`config.mk`:
```
export PLATFORM = sky130hd
export DESIGN_NAME = button_event_reader
export DESIGN_NICKNAME = d
export VERILOG_FILES = /design/src/rtl/button_event_reader_pkg.sv /design/src/rtl/button_event_reader_btn_debounce_channel.sv /design/src/rtl/button_event_reader.sv
export SDC_FILE = /design/constraint.sdc
export NUM_CORES = 1
export LEC_CHECK = 0
export CORE_ASPECT_RATIO = 1.2
export CORE_MARGIN = 3
export CORE_UTILIZATION = 51
export DETAILED_ROUTE_END_ITERATION = 6
export HOLD_SLACK_MARGIN = 0.06
export PLACE_DENSITY = 0.72
export SYNTH_ARGS = -nofsm -noshare
export SYNTH_HDL_FRONTEND = slang
export SYNTH_HIERARCHICAL = 1
export SYNTH_SLANG_ARGS = --single-unit
```
`constraint.sdc`:
```
create_clock -name clk -period 2.19 [get_ports clk]
set_input_delay 0.219 -clock clk [delete_from_list [all_inputs] [get_ports clk]]
set_output_delay 0.219 -clock clk [all_outputs]
set_load 0.05 [all_outputs]
```
`src/rtl/button_event_reader_pkg.sv`:
```
// -----------------------------------------------------------------------------
// button_event_reader_pkg
// Shared definitions for the button event reader: per-channel FSM state
// encoding and the width of the debounce / hold counters.
// -----------------------------------------------------------------------------
package button_event_reader_pkg;

  // Width of the debounce (dcnt) and hold (hcnt) counters.
  localparam int CNT_W = 32;

  // Per-channel debounce / hold state.
  typedef enum logic [1:0] {
    IDLE        = 2'd0,  // debounced level 0, input quiet
    ARM_PRESS   = 2'd1,  // level 0, counting stable-high samples
    HELD        = 2'd2,  // level 1, running the hold/repeat timer
    ARM_RELEASE = 2'd3   // level 1, counting stable-low samples
  } btn_state_e;

endpackage : button_event_reader_pkg

```
`src/rtl/button_event_reader_btn_debounce_channel.sv`:
```
// -----------------------------------------------------------------------------
// btn_debounce_channel
// One button channel: 2-flop synchroniser, debounce FSM and hold/repeat timer.
//
// Ports:
//   clk        system clock
//   rst        asynchronous, active-high reset
//   btn_i      raw button pin (asynchronous, active-high)
//   level_o    debounced button state
//   press_o    one-cycle pulse when a debounced press is accepted
//   release_o  one-cycle pulse when a debounced release is accepted
//   repeat_o   one-cycle pulse while held: first HOLD_CYCLES after the press
//              pulse, then every REPEAT_CYCLES
// -----------------------------------------------------------------------------
module btn_debounce_channel
  import button_event_reader_pkg::*;
#(
  parameter int DEBOUNCE_CYCLES = 1000000,
  parameter int HOLD_CYCLES     = 50000000,
  parameter int REPEAT_CYCLES   = 12500000
) (
  input  logic clk,
  input  logic rst,
  input  logic btn_i,
  output logic level_o,
  output logic press_o,
  output logic release_o,
  output logic repeat_o
);

  localparam logic [CNT_W-1:0] DEB_LAST  = CNT_W'(DEBOUNCE_CYCLES - 1);
  localparam logic [CNT_W-1:0] HOLD_LAST = CNT_W'(HOLD_CYCLES - 1);
  localparam logic [CNT_W-1:0] REP_LAST  = CNT_W'(REPEAT_CYCLES - 1);

  logic [1:0]       sync_q;
  logic             s;
  btn_state_e       state_q;
  logic [CNT_W-1:0] dcnt_q;
  logic [CNT_W-1:0] hcnt_q;
  logic             first_q;   // 1 once the first repeat of this hold has fired
  logic             level_q;
  logic             press_q;
  logic             release_q;
  logic             repeat_q;
  logic             hold_hit;

  // Two-flop synchroniser for the asynchronous pin.
  // NOTE: every clocked register uses <= so all flops sample the pre-edge
  // values; blocking assignments here would collapse the chain into one flop.
  always_ff @(posedge clk or posedge rst) begin
    if (rst) sync_q <= '0;
    else     sync_q <= {sync_q[0], btn_i};
  end

  assign s = sync_q[1];

  // The hold timer compares against the first-repeat distance until the first
  // repeat has fired, then against the repeat period.
  assign hold_hit = first_q ? (hcnt_q == REP_LAST) : (hcnt_q == HOLD_LAST);

  always_ff @(posedge clk or posedge rst) begin
    if (rst) begin
      state_q   <= IDLE;
      dcnt_q    <= '0;
      hcnt_q    <= '0;
      first_q   <= 1'b0;
      level_q   <= 1'b0;
      press_q   <= 1'b0;
      release_q <= 1'b0;
      repeat_q  <= 1'b0;
    end else begin
      // Event outputs are single-cycle: cleared every edge unless set below.
      press_q   <= 1'b0;
      release_q <= 1'b0;
      repeat_q  <= 1'b0;

      case (state_q)
        IDLE: begin
          if (s) begin
            state_q <= ARM_PRESS;
            dcnt_q  <= CNT_W'(1);
          end
        end

        ARM_PRESS: begin
          if (!s) begin
            state_q <= IDLE;
            dcnt_q  <= '0;
          end else if (dcnt_q == DEB_LAST) begin
            state_q <= HELD;
            level_q <= 1'b1;
            press_q <= 1'b1;
            hcnt_q  <= '0;
            first_q <= 1'b0;
          end else begin
            dcnt_q <= dcnt_q + CNT_W'(1);
          end
        end

        HELD: begin
          if (!s) begin
            // hcnt is frozen while a possible release is being qualified.
            state_q <= ARM_RELEASE;
            dcnt_q  <= CNT_W'(1);
          end else if (hold_hit) begin
            repeat_q <= 1'b1;
            hcnt_q   <= '0;
            first_q  <= 1'b1;
          end else begin
            hcnt_q <= hcnt_q + CNT_W'(1);
          end
        end

        ARM_RELEASE: begin
          if (s) begin
            // Release bounce: back to HELD, and the hold timer resumes on this
            // same edge, so the repeat schedule slips only by the low samples.
            state_q <= HELD;
            if (hold_hit) begin
              repeat_q <= 1'b1;
              hcnt_q   <= '0;
              first_q  <= 1'b1;
            end else begin
              hcnt_q <= hcnt_q + CNT_W'(1);
            end
          end else if (dcnt_q == DEB_LAST) begin
            state_q   <= IDLE;
            level_q   <= 1'b0;
            release_q <= 1'b1;
            first_q   <= 1'b0;
          end else begin
            dcnt_q <= dcnt_q + CNT_W'(1);
          end
        end

        default: state_q <= IDLE;
      endcase
    end
  end

  assign level_o   = level_q;
  assign press_o   = press_q;
  assign release_o = release_q;
  assign repeat_o  = repeat_q;

endmodule : btn_debounce_channel

```
`src/rtl/button_event_reader.sv`:
```
// -----------------------------------------------------------------------------
// button_event_reader
// Reads N_BTN raw push-buttons, synchronises and debounces each one, and emits
// a clean level plus single-cycle press / release / auto-repeat pulses per
// button. All outputs are in the clk domain; channels are fully independent.
//
// Ports:
//   clk        system clock
//   rst        asynchronous, active-high reset
//   btn_i      [N_BTN] raw button pins (asynchronous, active-high)
//   level_o    [N_BTN] debounced button state
//   press_o    [N_BTN] one-cycle pulse per accepted press
//   release_o  [N_BTN] one-cycle pulse per accepted release
//   repeat_o   [N_BTN] one-cycle auto-repeat pulse while held
// -----------------------------------------------------------------------------
module button_event_reader
  import button_event_reader_pkg::*;
#(
  parameter int N_BTN           = 4,
  parameter int DEBOUNCE_CYCLES = 1000000,
  parameter int HOLD_CYCLES     = 50000000,
  parameter int REPEAT_CYCLES   = 12500000
) (
  input  logic             clk,
  input  logic             rst,
  input  logic [N_BTN-1:0] btn_i,
  output logic [N_BTN-1:0] level_o,
  output logic [N_BTN-1:0] press_o,
  output logic [N_BTN-1:0] release_o,
  output logic [N_BTN-1:0] repeat_o
);

  for (genvar g = 0; g < N_BTN; g++) begin : g_chan
    btn_debounce_channel #(
      .DEBOUNCE_CYCLES(DEBOUNCE_CYCLES),
      .HOLD_CYCLES    (HOLD_CYCLES),
      .REPEAT_CYCLES  (REPEAT_CYCLES)
    ) u_chan (
      .clk      (clk),
      .rst      (rst),
      .btn_i    (btn_i[g]),
      .level_o  (level_o[g]),
      .press_o  (press_o[g]),
      .release_o(release_o[g]),
      .repeat_o (repeat_o[g])
    );
  end

endmodule : button_event_reader

```
==> reports/qor.yml, run 1 <==
run_status:
  status: "finished, final reports clean"
cts:
  clock_latency_ps: 520
  clock-sinks: 292
  cts-root-buf: "clkbuf_16"
  clk_pin_slew_ps: 60
  cts_hold_buf: 0
  numCtsBuffers: 34
  cts_buffer_depth: 3
  h-tree-depth: 2
  cts_tree: "built"
power_and_ir_drop:
  power_density_mw_per_mm2: 582
  vdd_ir_drop_max_mv: 0.500
  power.total_uw: 12100
  cellLeakagePower_uw: 0.00821
die:
  die_y_um: 208
  rows: 73
  initial_utilization_pct: 52.0
  io_pins: 22
  dieWidth_um: 174
  die-area_mm2: 0.0363
  core_mm2: 0.0333
yosys:
  synth_warnings: 6
  yosysUniqueCellTypes: 73
  synth_nets: 1991
  synthFlopType: "dfrtp_1"
  syn_area_mm2: 0.0173
  synth_cells: 1977
  ys_async_sr_fraction_pct: 100
  synth-seq-cells: 292
  synth-edff-count: 0
  syn-mean-instance-area_um2: 8.77
  ys_seq_area_share_pct: 42.1
sta:
  worst_pin_slew_ps: 683
  fin_crit_sh_pct: 99.9
  slew_violations: 0
  post-route-min-period_ps: 2190
  hold_slack_ps: 135
  maxSlewHeadroom_pct: 54.1
  rsz0062_at_grt: "yes"
  hold_viol_final: 0
  setup_viol: 0
  finClkSkew_ps: 12.9
  timing.fmax_mhz: 457
drt:
  drc: 0
  routed_wl_um: 46500
  vias_per_cell: 6.58
  first_pass_iters: 6
  final_antenna_net_count: 0
  wl_per_cell_um: 18.2
  num_vias: 16829
  drt_iter0_drc: 1716
finish:
  area_delta_synth_final_pct: 19.3
  final_net_count: 2100
  n_antenna_cell: 0
  final_area_mm2: 0.0207
  drive_gt1_share_pct: 18.0
  instances_no_fill: 2559
  postLayoutCoreUtil_pct: 62.1
setup_path:
  cp_top_family: "compound AO/OA/AOI/OAI gates"
  startpoint_type: "flop"
  crit_chain: "ha_4, and4_4, o2111ai_2, a2111o_2, buf_12, a311oi_2, a21oi_1"
  endpoint_kind: "flop"
  reg2reg_slack_ps: 1
  crit_buf_inv: 1
  cp.arrival_ps: 2580
  path_class: "flop to flop"
  crit_fanout: 12
  crit_required_ps: 2580
  slowest_delay_ps: 560
  crit_slowest_cell: "a2111o_2"
place:
  placed_cell_area_mm2: 0.0190
  dp_cells: 2482
  routabilityCongestion: 0.895
  detailedPlacementHpwl_um: 30400
  portBuffers: 21
grt:
  grt_first_pass_wirelength_um: 78000
  antenna_found_initial: 0
  grt_pass1_vias: 16134
  grt_usage_pct: 24.6
  grt_start_max_net_pins: 74
  grt.overflow.total: 0
hold_path:
  min_path_type: "input pin to flop"
job:
  maxCapViolCount: 0
-- worst reg2reg max path, stage by stage, from the launching register on --
cell and delay, ps:
dfrtp_1 390, ha_4 180, and4_4 260, o2111ai_2 160, a2111o_2 570, buf_12 200
a311oi_2 250, a21oi_1 80
-- area by class of cell --
| class | instances | area (µm²) |
|---|---|---|
| flip-flops and latches | 292 | 7330 |
| well taps | 450 | 563 |
| inverters | 64 | 241 |
| fillers | 2736 | 12600 |
| clock inverters | 12 | 166 |
| multi-input cells | 1476 | 9500 |
| clock buffers | 47 | 1030 |
| repair buffers | 218 | 1870 |
-- path summary, 6_finish.rpt --
check                                                   end                       start  cells past startpoint
worst max register to register  g_chan[2].u_chan/hcnt_q[18]  g_chan[2].u_chan/hcnt_q[0]                      7
worst min register to register   g_chan[2].u_chan/sync_q[1]  g_chan[2].u_chan/sync_q[0]                      0
worst min-delay path             g_chan[3].u_chan/sync_q[0]                    btn_i[3]                      1
worst max-delay path            g_chan[2].u_chan/hcnt_q[18]  g_chan[2].u_chan/hcnt_q[0]                      7
min in group asynchronous       g_chan[1].u_chan/hcnt_q[24]                         rst                      2
max in group asynchronous        g_chan[3].u_chan/dcnt_q[6]                         rst                      3
-- what timing repair did --
action | CTS | global route
gates cloned | 0 | 3
pin swaps | 1 | 5
hold endpoints to repair | 0 | 0
endpoints found under the setup margin | 2 | 89
gates resized for setup | 1 | 88
buffers inserted | 0 | 15
-- power breakdown --
| part | internal, µW | total [µW] | leakage [µW] | switching [µW] |
|---|---|---|---|---|
| sequential | 5430 | 5470 | 0.00401 | 42.5 |
| clock | 3750 | 6060 | 0.000596 | 2310 |
| combinational | 182 | 528 | 0.00360 | 346 |
-- per-layer routing --
| metal | part of all wire, % | vias up | global-route usage, % |
|---|---|---|---|
| met5 | 0 | - | 0 |
| met4 | 2.1 | 0 | 7.35 |
| met2 | 50 | 493 | 41.9 |
| met1 | 43 | 8308 | 32.8 |
| li1 | - | 7929 | - |
| met3 | 4.4 | 99 | 3.40 |
-- Yosys cell counts, types with 44 or more instances --
cell type | count | area share (%)
a21oi_1 | 45 | 1.3
a31oi_1 | 196 | 7.1
and2_1 | 46 | 1.7
and3_1 | 44 | 1.6
clkbuf_1 | 106 | 2.3
dfrtp_1 | 292 | 42
inv_1 | 64 | 1.4
nand2_1 | 192 | 4.2
nand3_1 | 103 | 3.0
nand4_1 | 107 | 3.9
nor2_1 | 55 | 1.2
nor4_1 | 51 | 1.8
o21ai_0 | 161 | 4.6
-- flip-flops by register name, indices dropped and copies added (netlist names), named ones only --
register and cells:
g_chan.u_chan/dcnt_q 128, g_chan.u_chan/first_q 4, g_chan.u_chan/hcnt_q 128, g_chan.u_chan/level_o 4, g_chan.u_chan/press_o 4, g_chan.u_chan/release_o 4
g_chan.u_chan/repeat_o 4, g_chan.u_chan/state_q 4, g_chan.u_chan/sync_q 8
-- cell usage in the layout, fill, tap and decap left out, types with 10 or more instances in the layout --
master / count
or4_1: 18
buf_4: 179
buf_12: 11
nor4_1: 39
o21ai_0: 153
o311ai_0: 11
a22o_1: 12
clkbuf_16: 36
clkdlybuf4s50_1: 21
and3_1: 44
mux2i_1: 14
nor2_1: 54
nor4_2: 14
o22ai_1: 10
a21oi_1: 45
and2_1: 46
nand4_1: 107
dfrtp_1: 272
a31oi_1: 196
o211ai_1: 26
clkbuf_8: 11
nor3_1: 38
and4_1: 34
dfrtp_2: 20
nand2_1: 191
or2_2: 11
or3_1: 12
a21o_1: 20
nand3b_1: 42
a41oi_1: 27
nand3_1: 103
inv_1: 60
-- kinds of logic (layout without fill, tap and decap cells) --
group | Yosys count | in the layout | share of synthesized area [%]
AND/OR/NAND/NOR | 842 | 842 | 28.2
adder cells (fa/ha/maj) | 8 | 8 | 0.577
multiplexers | 16 | 16 | 0.938
XOR/XNOR | 7 | 7 | 0.353
AO/OA/AOI/OAI | 601 | 603 | 22.8
buffers and inverters | 211 | 341 | 4.96
flip-flops | 292 | 292 | 42.1
-- metrics by stage --
| stage | setup WS (ps) | TNS [ps] |
|---|---|---|
| after floorplan | 1.72 | 0 |
| after global placement | 55.0 | 0 |
| after detailed placement | -14.1 | -14.1 |
| after CTS | 0.381 | 0 |
| after global routing | -63.6 | -229 |
| final | 1.16 | 0 |
No activity file was read; power rests on OpenSTA's default activity.
==> run 2: changes to the inputs <==
Settings changed: SETUP_SLACK_MARGIN from default to 0.2.
==> run 2 against run 1 <==
- first-iteration DRC count rose by 3.4%
- clock power about the same
- via count is 3.5% higher
- critical path type unchanged
- largest cell class unchanged
- highest routed layer unchanged
==> reports/qor.yml, run 2 (synthesized netlist as in run 1, its figures left out) <==
power_and_ir_drop:
  power_density_mw_per_mm2: 546
  power.total_uw: 12100
  vdd_ir_drop_max_mv: 0.477
  cellLeakagePower_uw: 0.00876
finish:
  final_common_cell: "dfrtp_1"
  drive_gt1_share_pct: 25.4
  fill_cells: 2528
  final_area_mm2: 0.0222
  instances_no_fill: 2598
  area_delta_synth_final_pct: 27.9
  final_cell_mix: "dfrtp_1 (249), nand2_1 (186), a31oi_1 (184)"
  top_regs: "g_chan.u_chan/dcnt_q (128), g_chan.u_chan/hcnt_q (128), g_chan.u_chan/sync_q (8)"
  n_antenna_cell: 0
  multiInputGateArea_mm2: 0.0104
  regArea_mm2: 0.00736
  final_net_count: 2138
setup_path:
  cp.arrival_ps: 2540
  crit_required_ps: 2600
  startpoint_type: "flop"
  crit_fanout: 4
  reg2reg_slack_ps: 60
  rr_endpoint: "g_chan[0].u_chan/hcnt_q[30]"
  path_class: "flop to flop"
  r2r-start: "g_chan[0].u_chan/hcnt_q[25]"
  r2r_cells: 6
  endpoint_kind: "flop"
die:
  die-area_mm2: 0.0363
  initial_utilization_pct: 52.0
  dieWidth_um: 174
  rows: 73
  core_mm2: 0.0333
  die_y_um: 208
  io_pins: 22
drt:
  drt_iter0_drc: 1774
  routed_wl_um: 50100
  vias_per_cell: 6.70
  first_pass_iters: 6
  num_vias: 17417
  final_antenna_net_count: 0
  drc: 0
  wl_per_cell_um: 19.3
cts:
  clock_latency_ps: 530
  h-tree-depth: 2
  clock-sinks: 292
  cts_buffer_depth: 3
  clk_pin_slew_ps: 60
  cts-root-buf: "clkbuf_16"
  cts_hold_buf: 0
  cts_tree: "built"
  numCtsBuffers: 36
sta:
  rsz0062_at_grt: "yes"
  hold_viol_final: 0
  timing.fmax_mhz: 470
  post-route-min-period_ps: 2130
  maxSlewHeadroom_pct: 56.3
  worst_pin_slew_ps: 649
  hold_slack_ps: 142
  finClkSkew_ps: 18.1
  fin_crit_sh_pct: 97.2
  setup_viol: 0
  slew_violations: 0
place:
  dp_cells: 2460
  portBuffers: 21
  routabilityCongestion: 0.885
  placed_cell_area_mm2: 0.0189
  detailedPlacementHpwl_um: 30200
hold_path:
  hold_path_end: "g_chan[2].u_chan/sync_q[0]"
  min_path_type: "input pin to flop"
  holdCritStartpoint: "btn_i[2]"
  hold_depth: 1
grt:
  antenna_found_initial: 0
  grt.overflow.total: 0
  grt_first_pass_wirelength_um: 79000
  grt_usage_pct: 25.2
  grt_start_max_net_pins: 74
  grt_pass1_vias: 16327
job:
  maxCapViolCount: 0
run_status:
  status: "finished, final reports clean"
run 2: metrics by stage:
stage	TNS (ps)	worst slack (ps)	utilization, %
global placement	0	141	56.7
floorplan	0	33.5	-
finish	0	61.1	66.6
global route	-27.7	-27.7	66.6
CTS	0	121	62.2
detailed placement	0	87.8	56.7
run 2: timing repair:
item,4_1_cts,5_1_grt
setup endpoints to repair,88,195
hold endpoints to repair,0,0
gates cloned,6,15
gates resized for setup,89,195
buffers inserted,18,37
pin swaps,24,66
run 2: worst max path at each step:
stage / to / depth (start not counted) / from / slack (ps)
floorplan: g_chan[0].u_chan/hcnt_q[30] / 7 / g_chan[0].u_chan/hcnt_q[0] / 30
global placement: g_chan[1].u_chan/hcnt_q[26] / 7 / g_chan[1].u_chan/hcnt_q[1] / 140
detailed placement: g_chan[3].u_chan/hcnt_q[15] / 7 / g_chan[3].u_chan/hcnt_q[0] / 90
CTS: g_chan[1].u_chan/hcnt_q[31] / 7 / g_chan[1].u_chan/hcnt_q[1] / 120
global route: g_chan[0].u_chan/hcnt_q[19] / 6 / g_chan[0].u_chan/hcnt_q[11] / -30
finish: g_chan[0].u_chan/hcnt_q[30] / 6 / g_chan[0].u_chan/hcnt_q[25] / 60
run 2: layout make-up:
cell class | instances | share of cell area, %
Clock buffer | 47 | 4.57
Inverter | 64 | 1.15
Multi-Input combinational cell | 1477 | 46.8
Tap cell | 450 | 2.54
Timing Repair Buffer | 253 | 11.0
Sequential cell | 292 | 33.2
Clock inverter | 15 | 0.840
run 2: where the power goes:
part           total [µW]  switching [µW]  internal, µW
sequential           5470            37.7          5430
clock                6080            2350          3730
combinational         569             362           206
total               12100            2750          9360
run 2: metal layers:
layer	wire length, µm	global-route usage, %
met5	0	0
met1	20600	32.8
met2	24800	42.8
met3	2980	3.50
met4	1660	9.30
run 2: critical path, cell delays in order (launching register included):
cell and delay [ps]:
dfrtp_1 420, buf_4 170, nand4_1 200, or2_2 420
o41a_1 390, a32o_1 250, a31o_1 180
==> run 3: changes to the inputs <==
Settings changed: SLEW_MARGIN from default to 20.
==> results of run 3 <==
The final DEF is identical to that of run 2; final timing and power are the same.
